==> config.mk <==
export PLATFORM = sky130hd
export DESIGN_NAME = seven_seg_scan_driver
export DESIGN_NICKNAME = d
export VERILOG_FILES = /design/src/rtl/seven_seg_scan_driver.sv
export SDC_FILE = /design/constraint.sdc
export NUM_CORES = 1
export LEC_CHECK = 0
export BUFFER_PORTS_ARGS = -buffer_cell sky130_fd_sc_hd__buf_2
export CAP_MARGIN = 15
export CORE_ASPECT_RATIO = 1.25
export CORE_UTILIZATION = 40
export DETAILED_ROUTE_END_ITERATION = 10
export PLACE_DENSITY = 0.67
export SLEW_MARGIN = 15
export SYNTH_ARGS = -nofsm -noshare
export SYNTH_HDL_FRONTEND = slang
export SYNTH_SLANG_ARGS = --single-unit
==> constraint.sdc <==
create_clock -name clk -period 2.5 [get_ports clk]
set_input_delay 0.125 -clock clk [delete_from_list [all_inputs] [get_ports clk]]
set_output_delay 0.125 -clock clk [all_outputs]
set_load 0.01 [all_outputs]
==> src/rtl/seven_seg_scan_driver.sv <==
// Purpose : reassemble a multiplexed BCD digit stream into a 4-digit frame and scan it
//           onto a common-anode 7-segment display (LZB, invalid-code dash, dead time).
// Latency : one clock from scan_idx/shadow to the pins; a frame commits on its slot-3 capture.
// Backpres: none; the stream is sampled on every clock with stream_en=1 and never stalled.
// Ports   : clk, rst (sync, active high); digit_in/digit_sel/stream_en = incoming stream;
//           blank forces the display dark; an_n/seg_n/dp_n = display pins (active low);
//           frame_valid = at least one complete frame has been latched since reset.
module seven_seg_scan_driver #(
  parameter int SCAN_DIV = 50,
  parameter int SEL_SKEW = 1,
  parameter bit LZB_EN   = 1'b1
) (
  input  logic       clk,
  input  logic       rst,
  input  logic [3:0] digit_in,
  input  logic [1:0] digit_sel,
  input  logic       stream_en,
  input  logic       blank,
  output logic [3:0] an_n,
  output logic [6:0] seg_n,
  output logic       dp_n,
  output logic       frame_valid
);

  localparam int          PW     = (SCAN_DIV > 2) ? $clog2(SCAN_DIV) : 1;
  localparam logic [PW-1:0] P_TC = PW'(SCAN_DIV - 1);
  localparam logic [1:0]  SKEW_L = 2'(SEL_SKEW);

  logic [PW-1:0]   presc_q, presc_d;
  logic [1:0]      scan_idx_q, scan_idx_d;
  logic [3:0][3:0] cap_q, cap_d;
  logic [3:0][3:0] shadow_q, shadow_d;
  logic [3:0]      mask_q, mask_d;
  logic            frame_valid_q, frame_valid_d;
  logic [3:0]      an_n_q, an_n_d;
  logic [6:0]      seg_n_q, seg_n_d;

  logic [1:0] slot;
  logic [2:0] next_slot;   // lowest unset mask bit; 4 means the mask is full
  logic       dark;
  logic       lz_blank;
  logic [3:0] cur_digit;

  function automatic logic [6:0] decode(input logic [3:0] v);
    logic [6:0] s;
    case (v)
      4'd0:    s = 7'b1000000;
      4'd1:    s = 7'b1111001;
      4'd2:    s = 7'b0100100;
      4'd3:    s = 7'b0110000;
      4'd4:    s = 7'b0011001;
      4'd5:    s = 7'b0010010;
      4'd6:    s = 7'b0000010;
      4'd7:    s = 7'b1111000;
      4'd8:    s = 7'b0000000;
      4'd9:    s = 7'b0010000;
      default: s = 7'b0111111;
    endcase
    return s;
  endfunction

  // Stream capture and frame assembly.
  always_comb begin
    slot          = digit_sel - SKEW_L;
    next_slot     = 3'd4;
    cap_d         = cap_q;
    shadow_d      = shadow_q;
    mask_d        = mask_q;
    frame_valid_d = frame_valid_q;
    for (int i = 3; i >= 0; i--) begin
      if (!mask_q[i]) next_slot = 3'(i);
    end
    if (stream_en) begin
      cap_d[slot] = digit_in;
      if (slot == 2'd3 && mask_q[2:0] == 3'b111) begin
        // Whole frame moves in one edge so the scan never shows two frames mixed.
        shadow_d      = {digit_in, cap_q[2], cap_q[1], cap_q[0]};
        mask_d        = 4'b0000;
        frame_valid_d = 1'b1;
      end else if ({1'b0, slot} == next_slot) begin
        mask_d[slot] = 1'b1;
      end else begin
        // Out-of-order slot: restart assembly from this slot.
        mask_d = 4'b0001 << slot;
      end
    end
  end

  // Free-running scan timebase; it keeps running while dark so re-enabling is glitch-free.
  always_comb begin
    presc_d    = presc_q + 1'b1;
    scan_idx_d = scan_idx_q;
    if (presc_q == P_TC) begin
      presc_d    = '0;
      scan_idx_d = scan_idx_q + 2'd1;
    end
  end

  // Output pattern for the next clock.
  always_comb begin
    cur_digit = shadow_q[scan_idx_q];
    lz_blank  = LZB_EN && (scan_idx_q != 2'd0);
    for (int i = 1; i < 4; i++) begin
      if (i >= int'(scan_idx_q) && shadow_q[i] != 4'd0) lz_blank = 1'b0;
    end
    // presc_q==0 is the first clock of a digit: dead time against ghosting.
    dark    = blank || !frame_valid_q || (presc_q == '0);
    an_n_d  = dark ? 4'b1111 : ~(4'b0001 << scan_idx_q);
    seg_n_d = (dark || lz_blank) ? 7'b1111111 : decode(cur_digit);
  end

  always_ff @(posedge clk) begin
    if (rst) begin
      presc_q       <= '0;
      scan_idx_q    <= 2'd0;
      cap_q         <= '0;
      shadow_q      <= '0;
      mask_q        <= 4'b0000;
      frame_valid_q <= 1'b0;
      an_n_q        <= 4'b1111;
      seg_n_q       <= 7'b1111111;
    end else begin
      presc_q       <= presc_d;
      scan_idx_q    <= scan_idx_d;
      cap_q         <= cap_d;
      shadow_q      <= shadow_d;
      mask_q        <= mask_d;
      frame_valid_q <= frame_valid_d;
      an_n_q        <= an_n_d;
      seg_n_q       <= seg_n_d;
    end
  end

  assign an_n        = an_n_q;
  assign seg_n       = seg_n_q;
  assign dp_n        = 1'b1;
  assign frame_valid = frame_valid_q;

endmodule

; ---- Yosys cells after proc, flatten, opt, wreduce, memory -nomap -nowiden
; Memories as Yosys holds them, arrays and structs flattened. A register that Yosys moved wholly into a read port is not among the register bits.
; Index checks and enable logic that the tools add are counted.
[word_totals]
n_memories = 1
in_bits = 10
rom_bits = 112
ff_bits = 49
[classes]
n_reduce_logical = 17
n_mux = 16
add_sub_neg = 3
order_cmp = 5
shifts = 2
bitwise_logic = 2
n_eq_ne = 4
[mem_list]
columns = name, words, width, read_ports, rd_ports_with_merged_regs, write_ports, line_no
row1 = (no name shown), 16, 7, 1, 1, 0, 46  ; case (v)
[ops]
columns = operator, count
row1 = $bwmux W16, 1
row2 = $mux W4, 4
row3 = $mux W3, 4
row4 = $reduce_bool A4 Y1, 3
row5 = $bmux W4 S2, 1
row6 = $demux W4 S2, 1
row7 = $shl A1 B2 Y4 const A, 2
row8 = $add A6 B1 Y6 const B, 1
row9 = $eq A6 B6 Y1 const B, 1
row10 = $logic_not A6 Y1, 1
row11 = $lt A2 B3 Y1 const B, 2
row12 = $reduce_or A2 Y1, 3
row13 = $logic_and A1 B1 Y1, 4
row14 = $mux W1, 4
row15 = $not A4 Y4, 1
row16 = $or A4 B4 Y4, 1
row17 = $eq A2 B3 Y1, 1
row18 = $eq A3 B3 Y1 const B, 1
row19 = $logic_or A1 B1 Y1, 3
row20 = $add A2 B1 Y2 const B, 1
row21 = $demux W1 S2, 1
row22 = $eq A2 B2 Y1 const B, 1
row23 = $ge A1 B2 Y1 const A, 1
row24 = $ge A2 B1 Y1 const B, 1
row25 = 5 further kinds, 5

; ---- Logic depth before layout (Yosys ltp)
; Gate-level depths: netlist of run 1.
[depth]
ltp_word = 8
mapped_depth = 8

; ---- Least setup slack after synthesis of run 1
; Ideal clock, no wire load.
[synth_path]
path_type = register to register
from = reg scan_idx_q[0]
to = reg seg_n_q[5] (netlist: seg_n[5])
t_required_ps = 2377
slack_ps = 665
arrival_ps = 1712
period_less_slack_ps = 1835
setup_ps = 123
n_path_buf = 1
path_stages_with_launch = 7
cell_sequence = dfxtp_1 > buf_6 > mux4_1 > ha_1 > or2_1 > a21oi_1 > o21ai_1
[synth_via]
elab_chain_len = 7
[synth_lines]
columns = item, line_no
row1 = "start, declared", 30  ; logic [1:0] scan_idx_q, scan_idx_d;
row2 = "start signal, assigned", 124  ; scan_idx_q <= scan_idx_d;
row3 = $ge A1 B2 Y1, 104  ; if (i >= int'(scan_idx_q) && shadow_q[i] != 4'd0) lz_blank = 1'b0;
row4 = $logic_and A1 B1 Y1, 104
row5 = $mux W1 (3 in series), 104
row6 = $logic_or A1 B1 Y1, 109  ; seg_n_d = (dark || lz_blank) ? 7'b1111111 : decode(cur_digit);
row7 = $reduce_or A2 Y1 (no line), n/a
row8 = "end, declared", 36  ; logic [6:0] seg_n_q, seg_n_d;
; Parallel ways exist; a longest one is shown, timed or not. The select of a mux whose other input is x is not followed.
; A chain may end at the register's enable or synchronous reset.

; ---- Worst setup path after layout of run 1
; Same ends and word-level chain as after synthesis.

==> summary.txt, run 1 <==
Critical Path AT: 2.18 ns
Worst path max stage delay: 0.67 ns
IO Pins: 23
Total power: 1.420 mW
Leak: 0.9550 nW
Setup TNS Final: 0 ns
Pwr/cell area: 558.3 nW/um2
First-pass GRT wire length: 7458 um
Critical path's top delay family: multiplexers
FP Rows: 30
Post-cts gate resize count: 0
Fill cells: 572
Crit path kind: flip-flop to flip-flop
Crit. End Element: flip-flop
Final period util: 78.92%
Seq/Total Area, Yosys: 44.35%
R2R Path Start: scan_idx_q[0]
Final Setup Violations: 0
Initial drt markers: 77
Overall Global Routing Usage: 15.45%
Peak supply drop: 0.3065 mV
Clock Latency Late Sink: 0.31 ns
Cts bufs inserted: 5
CP required: 2.70 ns
Final #Nets: 315
Clock-pin slew on the worst setup and hold paths: 0.10 ns
Dpl ws: 0.5284 ns
Slew of the pin with the lowest slew margin: 0.6915 ns
Mapped Avg Cell Area: 8.598 um2
Largest net degree at the start of global routing: 40
Post-synthesis register bit count: 52
Setup repair bufs after CTS: 0
Gpl congestion: 0.7643
Crit path launch type: flip-flop
TritonRoute pass-1 iters: 5
Run status: complete, no violations
Antenna cell count: 0
Slew headroom: 53.90%
Max-cap violation count: 0
H-tree Lvls: 2
RSZ-0062 raised after global routing: false
Distinct cells, synth: 41
Layout cell share with drive strength beyond 1: 12.80%
Drt total wl: 4222 um
CP max FO: 7
CTS Root Cell: clkbuf_8
Die area: 6180 um2
DRT antenna net count: 0
FMAX: 506.8 MHz
Post-Syn Area: 2347 um2
WP buf/inv: 0
Post-route DRC: 0
Fraction of registers with async set/reset: 0%
CTS sink count: 52
Die H: 87.65 um
Worst Skew: 0.005574 ns
Slew Limit Fails: 0
Ys flop type: dfxtp_1
Tmin final: 1.973 ns
Detailed Place HPWL: 3001 um
Vias/cell: 5.074
Total gr overflow: 0
HP Class: input pin to flip-flop
CP max stage cell: mux4_1
Clock Tree Buf Depth: 2
Port Buffer Count: 21
Routed len/inst: 11.96 um
Chip width: 70.52 um
Synthesized instance count: 273
DR vias: 1,791
Hold-fix buffers at CTS: 0
Setup WS post-layout: 0.5270 ns
Initial antenna violation count: 0
Final hold violation count: 0
Number of flops mapped to enable cells by yosys: 0
Starting density of the core: 42.25%
Syn_nets: 300
Syn-to-layout area delta: 8.316%
Launch point of the worst hold path: digit_in[1]
CP startpoint: scan_idx_q[0]
Cell breakdown of the critical path: mux4_1, ha_1, or2_1, a21oi_1, o21ai_1
Synth Warn #: 0
Vias in the first global route: 1,713
Core Area: 5555 um2
CTS tree: yes
## synthesized netlist by cell type (2+ instances only)
cell       n  area share (%)
a211oi_1   7             2.2
a21boi_0   2            0.64
a21oi_1   40             8.5
buf_1      2            0.32
buf_2      2            0.43
buf_6      2            0.96
clkbuf_1   4            0.64
dfxtp_1   52              44
ha_1      17             9.1
inv_1     12             1.9
mux2i_1    3             1.3
mux4_2     2             1.9
nand2_1   58             9.3
nand2b_1   2            0.53
nand3_1   14             3.0
nand4_1    2            0.53
nor2_1    16             2.6
nor4_1     3            0.80
o21ai_0    3            0.64
o21ai_1    6             1.3
xnor2_1    3             1.1
xor2_1     2            0.75
## per-stage QoR
step                      area (um2)  instances  util (%)  hold WS, ns
after floorplan                 2347        273         -       0.2610
after global placement          2451        345     44.12       0.4188
after detailed placement        2451        345     44.12       0.4236
after CTS                       2542        353     45.77      0.07834
after global routing            2542        353     45.77      0.07308
final                           2542        353     45.77      0.08069
## area by class of cell
cell class | instances | area, um2 | area share, %
Multi-Input combinational cell | 196 | 1180 | 46.41
Sequential cell | 52 | 1041 | 40.94
Timing Repair Buffer | 21 | 105.1 | 4.134
Tap cell | 64 | 80.08 | 3.150
Clock buffer | 5 | 68.82 | 2.707
Inverter | 12 | 45.04 | 1.772
Clock inverter | 3 | 22.52 | 0.8858
## worst min-delay path, stage by stage
cell	delay, ns
buf_2	0.13
nand2_1	0.06
a21oi_1	0.05
## cell families after synthesis
kind of cell | after synthesis | synth area share, %
AO/OA/AOI/OAI | 62 | 14.66
XOR/XNOR | 5 | 1.866
adder cells (fa/ha/maj) | 17 | 9.062
other | 1 | 0.1598
multiplexers | 7 | 4.798
flip-flops | 52 | 44.35
buffers and inverters | 25 | 5.383
AND/OR/NAND/NOR | 104 | 19.72
## worst paths after layout
path | end | slack, ns | cells past startpoint
min | shadow_q[13] | 0.08 | 3
max reg2reg | seg_n[5] | 0.53 | 5
min reg2reg | shadow_q[4] | 0.45 | 2
max | seg_n[5] | 0.53 | 5
## per-layer routing
metal / up-vias / part of all wire (%) / GRT usage, %
met5: - / 0 / 0
met4: 0 / 2.2 / 7.236
met3: 6 / 3.3 / 3.452
met2: 28 / 48 / 27.98
met1: 809 / 47 / 17.31
li1: 948 / - / -
## report_power, final
part / switching [mW] / internal [mW]
registers: 0.0114 / 0.841
logic: 0.0478 / 0.0269
clock network: 0.292 / 0.201
total: 0.351 / 1.07
## flip-flops by register name, indices dropped and copies added (netlist names)
signal       flops
shadow_q        16
cap_q           12
seg_n            7
presc_q          6
an_n             4
mask_q           4
scan_idx_q       2
frame_valid      1
## cell usage in the layout (no fill, tap or decap)
master    instances
nand2_1          58
dfxtp_1          52
a21oi_1          40
buf_2            21
ha_1             17
nor2_1           16
nand3_1          14
inv_1            12
a211oi_1          7
o21ai_1           6
clkbuf_8          5
mux2i_1           3
nor4_1            3
o21ai_0           3
xnor2_1           3
mux4_2            2
a21boi_0          2
nand2b_1          2
nand4_1           2
xor2_1            2
mux4_1            1
mux2_2            1
and3_4            1
nor3_1            1
o211ai_1          1
o21a_1            1
nand4_2           1
nor2_2            1
or2_2             1
and4b_1           1
or2_1             1
and3_1            1
a21bo_2           1
nor3b_1           1
a31oi_1           1
conb_1            1
inv_6             1
clkinv_4          1
clkinv_2          1
(Power assumes the default switching activity.)
==> inputs of run 2 (changes only) <==
- PLACE_DENSITY: 0.67 -> 0.69
- clock period: 2.5 -> 1.6 ns (I/O delays scaled with it)
==> run 2 against run 1 <==
Against the previous run: utilization increased by 3.5 points; largest power group unchanged; first-iteration DRC count decreased by 21%; maximum frequency increased by 19%; sequential cell count unchanged; the run now ends with DRC, setup timing left; setup slack got worse by 0.59 ns; critical path depth unchanged.
==> summary.txt, run 2 (synthesis results as in run 1) <==
Critical path's top delay family: multiplexers
Sw Pwr: 0.5463 mW
Failing checks: DRC, setup timing
CP max FO: 4
Vias/cell: 5.138
Starting density of the core: 42.25%
FP Rows: 30
Clock Tree Buf Depth: 2
Run status: finished with violations
Die H: 87.65 um
Final Setup Violations: 5
CP max stage cell: mux4_2
Chip width: 70.52 um
HP Class: input pin to flip-flop
Reg2reg end: seg_n[5]
Largest net degree at the start of global routing: 39
Hold Path Stages: 3
Overall Global Routing Usage: 16.90%
Max reg flops: 16
Crit path launch type: flip-flop
IO Pins: 23
Pwr/cell area: 808.5 nW/um2
Fill cells: 546
Vias in the first global route: 1,827
CTS tree: yes
Core Area: 5555 um2
TritonRoute pass-1 iters: 7
Drt total wl: 4695 um
CTS Root Cell: clkbuf_8
Port Buffer Count: 21
Worst path max stage delay: 0.58 ns
Initial drt markers: 61
Clock-pin slew on the worst setup and hold paths: 0.10 ns
Critical Path AT: 1.87 ns
Max-cap violation count: 0
Hold path endpoint: shadow_q[15]
Cell breakdown of the critical path: mux4_2, ha_2, or2_1, a21oi_2, o21ai_1
Clock Latency Late Sink: 0.31 ns
Final period util: 103.8%
Switching share of power: 24.67%
Hold WS: 0.03959 ns
Setup WS post-layout: -0.06071 ns
Worst Skew: 0.009979 ns
Tmin final: 1.661 ns
Syn-to-layout area delta: 16.68%
Peak supply drop: 0.5797 mV
R2R setup slack: -0.06 ns
CTS sink count: 52
Commonest non-fill, non-tap cell in the layout: nand2_1
Detailed Place HPWL: 3238 um
Fin cells: 370
Comb pwr share: 5.5%
FMAX: 602.2 MHz
Crit path kind: flip-flop to flip-flop
Cts bufs inserted: 5
Total gr overflow: 0
Initial antenna violation count: 0
Final #Nets: 332
Die area: 6180 um2
Routed len/inst: 12.69 um
Final hold violation count: 0
R2r worst-path depth: 5
Launch point of the worst hold path: digit_in[3]
Slew Limit Fails: 0
Leak: 1.031 nW
R2R Path Start: scan_idx_q[0]
Int Pwr: 1.668 mW
CP required: 1.81 ns
Placed insts: 359
Total power: 2.214 mW
RSZ-0062 raised after global routing: true
H-tree Lvls: 2
Reg power frac: 60.1%
DR vias: 1,901
Most frequent cells in the layout: nand2_1 (58), dfxtp_1 (50), a21oi_1 (39)
Crit. End Element: flip-flop
Antenna cell count: 0
First-pass GRT wire length: 8245 um
Top reg by flops: shadow_q
Gpl congestion: 0.7546
Clk pwr share: 34.5%
Post-route DRC: 2
Layout cell share with drive strength beyond 1: 21.57%
Final core utilization: 49.30%
DRT antenna net count: 0
WP buf/inv: 0
run 2: cell types whose count changed in the layout (fill, tap and decap cells not counted), moves of 2 or more:
cell / change
ha_1: -2
clkinvlp_4: +2
mux4_2: +2
buf_4: +14
a211oi_1: -2
inv_1: -2
dfxtp_1: -2
a211oi_2: +2
run 2: through the flow:
step / TNS, ns / area (um2) / worst slack [ns]
2_1_floorplan: -0.3542 / 2347 / -0.09833
3_3_place_gp: -0.07241 / 2569 / -0.02399
3_5_place_dp: -0.2198 / 2569 / -0.07692
4_1_cts: -0.08848 / 2715 / -0.04037
5_1_grt: -0.6329 / 2739 / -0.1166
6_report: -0.1318 / 2739 / -0.06071
run 2: power groups by stage:
| stage | combinational, mW | sequential [mW] | clock (mW) |
|---|---|---|---|
| final | 0.121 | 1.33 | 0.763 |
| after global routing | 0.139 | 1.33 | 0.832 |
| after CTS | 0.123 | 1.33 | 0.780 |
| after detailed placement | 0.123 | 1.36 | 0 |
| after global placement | 0.118 | 1.36 | 0 |
| after floorplan | 0.0860 | 1.36 | 0 |
run 2: layer usage:
| metal | GRT usage (%) | up-vias | part of all wire [%] | routed length (um) |
|---|---|---|---|---|
| li1 | - | 987 | - | - |
| met5 | 0 | - | 0 | 0 |
| met2 | 31.42 | 31 | 51 | 2388 |
| met3 | 3.797 | 5 | 3.0 | 139 |
| met1 | 19.60 | 878 | 45 | 2113 |
| met4 | 4.453 | 0 | 1.1 | 53 |
run 2: what timing repair did:
item | CTS | global route
gates cloned | 1 | 0
pin swaps | 3 | 3
setup buffers | 2 | 0
endpoints found under the hold margin | 0 | 0
hold buffers | 0 | 0
resized for setup | 5 | 7
setup endpoints to repair | 5 | 7
run 2: layout make-up:
type / count / area (um2) / share of cell area [%]
well taps: 64 / 80.08 / 2.924
clock inverters: 3 / 23.77 / 0.8680
multi-input cells: 197 / 1231 / 44.95
clock buffers: 5 / 68.82 / 2.513
inverters: 12 / 47.55 / 1.736
flip-flops and latches: 52 / 1046 / 38.19
repair buffers: 37 / 241.5 / 8.817
run 2: how the worst max path moves through the flow:
stage | start | cells past startpoint | end | slack (ns)
finish | scan_idx_q[0] | 5 | seg_n[5] | -0.06
global route | scan_idx_q[0] | 6 | seg_n[4] | -0.12
CTS | scan_idx_q[0] | 5 | seg_n[5] | -0.04
detailed placement | scan_idx_q[0] | 6 | seg_n[3] | -0.08
global placement | scan_idx_q[0] | 6 | seg_n[3] | -0.02
floorplan | scan_idx_q[0] | 6 | seg_n[5] | -0.1
run 2: worst min-delay path, delay by kind of cell:
| family | cells | cell delay (ns) |
|---|---|---|
| buffers and inverters | 1 | 0.13 |
| and+or+nand+nor | 1 | 0.06 |
| AOI/OAI and AO/OA | 1 | 0.05 |
